## src/rtl/reg_sequencer.sv

```systemverilog
// Instruction sequencer for a 4-entry, 8-bit register file with a registered read port.
// Each accepted instruction walks IDLE -> READ -> EXEC -> WRITE and then pulses DONE.
module reg_sequencer (
    input  logic       clk,
    input  logic       rst_n,
    input  logic       INS_VALID,
    input  logic [2:0] OP,
    input  logic [1:0] RD,
    input  logic [1:0] RS1,
    input  logic [1:0] RS2,
    input  logic [7:0] IMM,
    output logic       INS_READY,
    output logic [1:0] DIR_A,
    output logic [1:0] DIR_B,
    output logic [1:0] DIR_WR,
    output logic [7:0] DI,
    output logic       EN,
    input  logic [7:0] DOA,
    input  logic [7:0] DOB,
    output logic [7:0] RESULT,
    output logic       FLAG_Z,
    output logic       FLAG_C,
    output logic       BUSY,
    output logic       DONE
);

    localparam logic [2:0] OP_ADD   = 3'b000;
    localparam logic [2:0] OP_SUB   = 3'b001;
    localparam logic [2:0] OP_AND   = 3'b010;
    localparam logic [2:0] OP_OR    = 3'b011;
    localparam logic [2:0] OP_XOR   = 3'b100;
    localparam logic [2:0] OP_LOADI = 3'b101;

    typedef enum logic [1:0] {
        S_IDLE  = 2'd0,
        S_READ  = 2'd1,
        S_EXEC  = 2'd2,
        S_WRITE = 2'd3
    } state_t;

    state_t     r_state, w_next;
    logic [2:0] r_op;
    logic [1:0] r_rd;
    logic [1:0] r_dir_a, r_dir_b, r_dir_wr;
    logic [7:0] r_di, r_result;
    logic       r_z, r_c, r_done;

    logic       w_accept, w_is_alu;
    logic [8:0] w_sum, w_diff;
    logic [7:0] w_alu;
    logic       w_carry;

    assign w_accept = (r_state == S_IDLE) && INS_VALID;
    assign w_is_alu = (OP <= OP_XOR);

    always_ff @(posedge clk or negedge rst_n) begin
        if (!rst_n) r_state <= S_IDLE;
        else        r_state <= w_next;
    end

    always_comb begin
        w_next = r_state;
        case (r_state)
            S_IDLE: begin
                if (w_accept) begin
                    if (w_is_alu)             w_next = S_READ;
                    else if (OP == OP_LOADI)  w_next = S_WRITE;
                    else                      w_next = S_IDLE;
                end
            end
            S_READ:  w_next = S_EXEC;
            S_EXEC:  w_next = S_WRITE;
            S_WRITE: w_next = S_IDLE;
            default: w_next = S_IDLE;
        endcase
    end

    // 9-bit arithmetic: bit 8 is carry-out for ADD and borrow for SUB
    assign w_sum  = {1'b0, DOA} + {1'b0, DOB};
    assign w_diff = {1'b0, DOA} - {1'b0, DOB};

    always_comb begin
        w_alu   = 8'h00;
        w_carry = 1'b0;
        case (r_op)
            OP_ADD: begin w_alu = w_sum[7:0];  w_carry = w_sum[8];  end
            OP_SUB: begin w_alu = w_diff[7:0]; w_carry = w_diff[8]; end
            OP_AND: w_alu = DOA & DOB;
            OP_OR:  w_alu = DOA | DOB;
            OP_XOR: w_alu = DOA ^ DOB;
            default: begin w_alu = 8'h00; w_carry = 1'b0; end
        endcase
    end

    always_ff @(posedge clk or negedge rst_n) begin
        if (!rst_n) begin
            r_op     <= 3'd0;
            r_rd     <= 2'd0;
            r_dir_a  <= 2'd0;
            r_dir_b  <= 2'd0;
            r_dir_wr <= 2'd0;
            r_di     <= 8'h00;
            r_result <= 8'h00;
            r_z      <= 1'b0;
            r_c      <= 1'b0;
            r_done   <= 1'b0;
        end else begin
            r_done <= 1'b0;
            case (r_state)
                S_IDLE: begin
                    if (w_accept) begin
                        r_op <= OP;
                        r_rd <= RD;
                        // Read addresses go out during READ; LOADI skips straight to WRITE
                        if (w_is_alu) begin
                            r_dir_a <= RS1;
                            r_dir_b <= RS2;
                        end else if (OP == OP_LOADI) begin
                            r_dir_wr <= RD;
                            r_di     <= IMM;
                        end else begin
                            r_done <= 1'b1;
                        end
                    end
                end
                S_EXEC: begin
                    r_di     <= w_alu;
                    r_dir_wr <= r_rd;
                    r_z      <= (w_alu == 8'h00);
                    r_c      <= w_carry;
                end
                S_WRITE: begin
                    r_result <= r_di;
                    r_done   <= 1'b1;
                end
                default: ;
            endcase
        end
    end

    // EN decodes from the async-reset state so a reset kills a write at once
    assign EN        = (r_state == S_WRITE);
    assign INS_READY = (r_state == S_IDLE);
    assign BUSY      = (r_state != S_IDLE);
    assign DIR_A     = r_dir_a;
    assign DIR_B     = r_dir_b;
    assign DIR_WR    = r_dir_wr;
    assign DI        = r_di;
    assign RESULT    = r_result;
    assign FLAG_Z    = r_z;
    assign FLAG_C    = r_c;
    assign DONE      = r_done;

endmodule

```

## config.mk

```make
export PLATFORM = sky130hd
export DESIGN_NAME = reg_sequencer
export DESIGN_NICKNAME = d
export VERILOG_FILES = /design/src/rtl/reg_sequencer.sv
export SDC_FILE = /design/constraint.sdc
export NUM_CORES = 1
export LEC_CHECK = 0
export ABC_AREA = 0
export BUFFER_PORTS_ARGS = -buffer_cell sky130_fd_sc_hd__buf_2
export CAP_MARGIN = 20
export CORE_MARGIN = 1
export CORE_UTILIZATION = 54
export DETAILED_ROUTE_END_ITERATION = 8
export PLACE_DENSITY = 0.81
export SLEW_MARGIN = 20
export SYNTH_ARGS = -nofsm -noshare
export SYNTH_HDL_FRONTEND = slang
export SYNTH_SLANG_ARGS = --single-unit
```

## constraint.sdc

```tcl
create_clock -name clk -period 2.2 [get_ports clk]
set_input_delay 0.22 -clock clk [delete_from_list [all_inputs] [get_ports clk]]
set_output_delay 0.22 -clock clk [all_outputs]
set_load 0.1 [all_outputs]
```

==> results.json <==
{
  "routed_wl_um": 5850,
  "grt_pass1_vias": 2157,
  "ys_types": 54,
  "clock-sinks": 32,
  "worstPathArrival_ns": 2.28,
  "ys_async_sr_fraction": 1.00,
  "syn_avg_cell_area_um2": 9.22,
  "worstMarginPinSlew_ns": 0.680,
  "crit_path_max_fanout": 13,
  "synth_area_leaders": "dfrtp_1 (32%), ha_1 (13%), mux2_2 (7.6%)",
  "dpl.hpwl_um": 4650,
  "critPathRequiredTime_ns": 2.36,
  "synth_edf_count": 0,
  "gp_congestion": 0.894,
  "clock_path_buffers": 2,
  "area_growth_syn_to_layout_pct": 23.2,
  "antenna_cells": 0,
  "rr_startpoint": "r_op[0]",
  "die_h_um": 70.5,
  "fmax_ghz": 0.473,
  "final_area_mm2": 0.00312,
  "reg2reg_slack_ns": 0.09,
  "rsz0062_at_grt": "false",
  "seq_area_frac_synth": 0.316,
  "hold_viol": 0,
  "slew_headroom": 0.547,
  "dieWidth_um": 70.5,
  "rows": 24,
  "synth_fp_nets": 340,
  "netlist_area_mm2": 0.00253,
  "port_buffers": 63,
  "report.final.slew_viol_count": 0,
  "hold_path_depth": 2,
  "startpoint_type": "flop",
  "root_buffer": "clkbuf_8",
  "synth_seq_cells": 32,
  "failed_checks": "DRC",
  "dr.pass1.iters": 6,
  "cp-end-kind": "flop",
  "setup_viol": 0,
  "die-area_mm2": 0.00497,
  "grt_pass1_wl_um": 9720,
  "placed_cell_area_mm2": 0.00300,
  "critPathKind": "reg2reg",
  "viasPerCell": 5.60,
  "synth_top_area_share": 0.316,
  "post-cts-setup-buffer-count": 0,
  "grt_start_max_net_pins": 33,
  "vias": 2268,
  "clk_latency_ns": 0.28,
  "skew_ns": 0.0114,
  "fin_crit_sh": 0.960,
  "wl_per_cell_um": 14.4,
  "cts-buffers-inserted": 5,
  "ant_nets": 0,
  "synth_top_cell_by_area": "dfrtp_1",
  "antenna_found_initial": 0,
  "r2r-end": "FLAG_Z",
  "cts_resized": 0,
  "clkTransAtPathRegs_ns": 0.07,
  "holdBufCountCts": 1,
  "drt_iter0_drc": 102,
  "hp-class": "in2reg",
  "rr_worst_depth": 8,
  "fin_crit_ns": 2.11,
  "drc": 12,
  "synth_ff_type": "dfrtp_1",
  "cap_viol_max_count": 0,
  "nets": 417,
  "initial_utilization": 0.570,
  "core_area_mm2": 0.00444,
  "ioPinCount": 64,
  "cts_max_level": 2,
  "status": "finished, violations left",
  "holdCritStartpoint": "RS1[1]",
  "yosysWarnings": 0,
  "synth_cells": 275,
  "drive_above_1_share": 0.354,
  "overflow": 0,
  "cts_tree": "yes",
  "grt_usage": 0.247,
  "hold_path_end": "DIR_A[1]"
}
cell usage after synthesis, types with 2 or more instances:
library cell   n
a211oi_1       8
a21o_1         4
nand2b_1       2
nor3_1         5
nand2_1       17
o211a_1        2
nand3_1        3
dfrtp_1       32
a221o_1        2
o31ai_1        3
fa_1           2
inv_1         26
buf_2          5
a21oi_1       17
clkbuf_1       6
xnor2_1        2
ha_1          27
a211oi_2       2
o21bai_1       3
o21ai_0       20
mux2i_1        7
o211ai_1       3
nor2_1        24
mux2_2        17
inv_2          3
nor2_2         2
nor2b_1        3
buf_6          2
worst max path at each step:
stage	startpoint	to	cells past startpoint
global route	r_op[1]	DI[6]	8
floorplan	r_state[0]	DI[3]	7
global placement	DOA[0]	FLAG_Z	11
CTS	r_op[0]	FLAG_Z	8
detailed placement	DOA[0]	FLAG_Z	11
finish	r_op[0]	FLAG_Z	8
layout by cell type (no fill, tap or decap), types with 4 or more instances in the layout:
cell type  count
a21oi_1       17
dfrtp_1       32
nand2_1       17
buf_4         18
nor3_1         5
buf_2         63
nor2_1        24
a21o_1         4
mux2i_1        7
o21ai_0       20
mux2_2        17
a211oi_1       8
ha_1          26
inv_1         26
clkbuf_8       5
worst max-delay path: stages (launching register included):
cell,delay (ns)
dfrtp_1,0.43
buf_4,0.21
nor3_1,0.27
o311ai_0,0.22
nand4b_1,0.17
o21ai_0,0.09
o2bb2ai_1,0.33
nor2_1,0.07
a31o_1,0.22
kinds of logic (layout without fill, tap and decap cells):
group,Yosys count,in the layout,share of synthesized area
and+or+nand+nor,66,66,0.126
muxes,25,25,0.112
DFF,32,32,0.316
adders and majority gates,29,29,0.149
AOI/OAI and AO/OA,78,78,0.216
xor gates and xnor gates,3,3,0.0104
buffers and inverters,42,120,0.0706
registers in the layout, indices dropped and copies added (netlist names):
register / count
r_state: 2
r_rd: 2
DIR_WR: 2
FLAG_C: 1
r_op: 3
DI: 8
DONE: 1
FLAG_Z: 1
RESULT: 8
DIR_A: 2
DIR_B: 2
area by class of cell:
class                   instances  area (µm²)
inverters                      29         109
repair buffers                 83         480
fillers                       375        1320
well taps                      52        65.1
multi-input cells             201        1560
clock buffers                   5        68.8
flip-flops and latches         32         801
clock inverters                 3        42.5
stage by stage:
step / instances / utilization / setup TNS (ns) / hold slack [ns] / setup WS (ns)
5_1_grt: 405 / 0.703 / 0 / 0.166 / 0.00514
6_report: 405 / 0.703 / 0 / 0.166 / 0.0875
3_3_place_gp: 396 / 0.676 / -0.0718 / 0.301 / -0.0588
4_1_cts: 405 / 0.703 / 0 / 0.162 / 0.172
2_1_floorplan: 275 / - / 0 / -0.0756 / 0.0570
3_5_place_dp: 396 / 0.676 / -0.211 / 0.302 / -0.108
layer usage:
metal / up-vias / track usage / part of all wire
li1: 1118 / - / -
met1: 1066 / 0.312 / 0.44
met2: 76 / 0.428 / 0.49
met3: 8 / 0.0418 / 0.050
met4: 0 / 0.0862 / 0.014
met5: - / 0 / 0
Power is left out: the tool's default activity adds up to more than one toggle a clock period on the data nets, which glitch-free logic cannot reach.
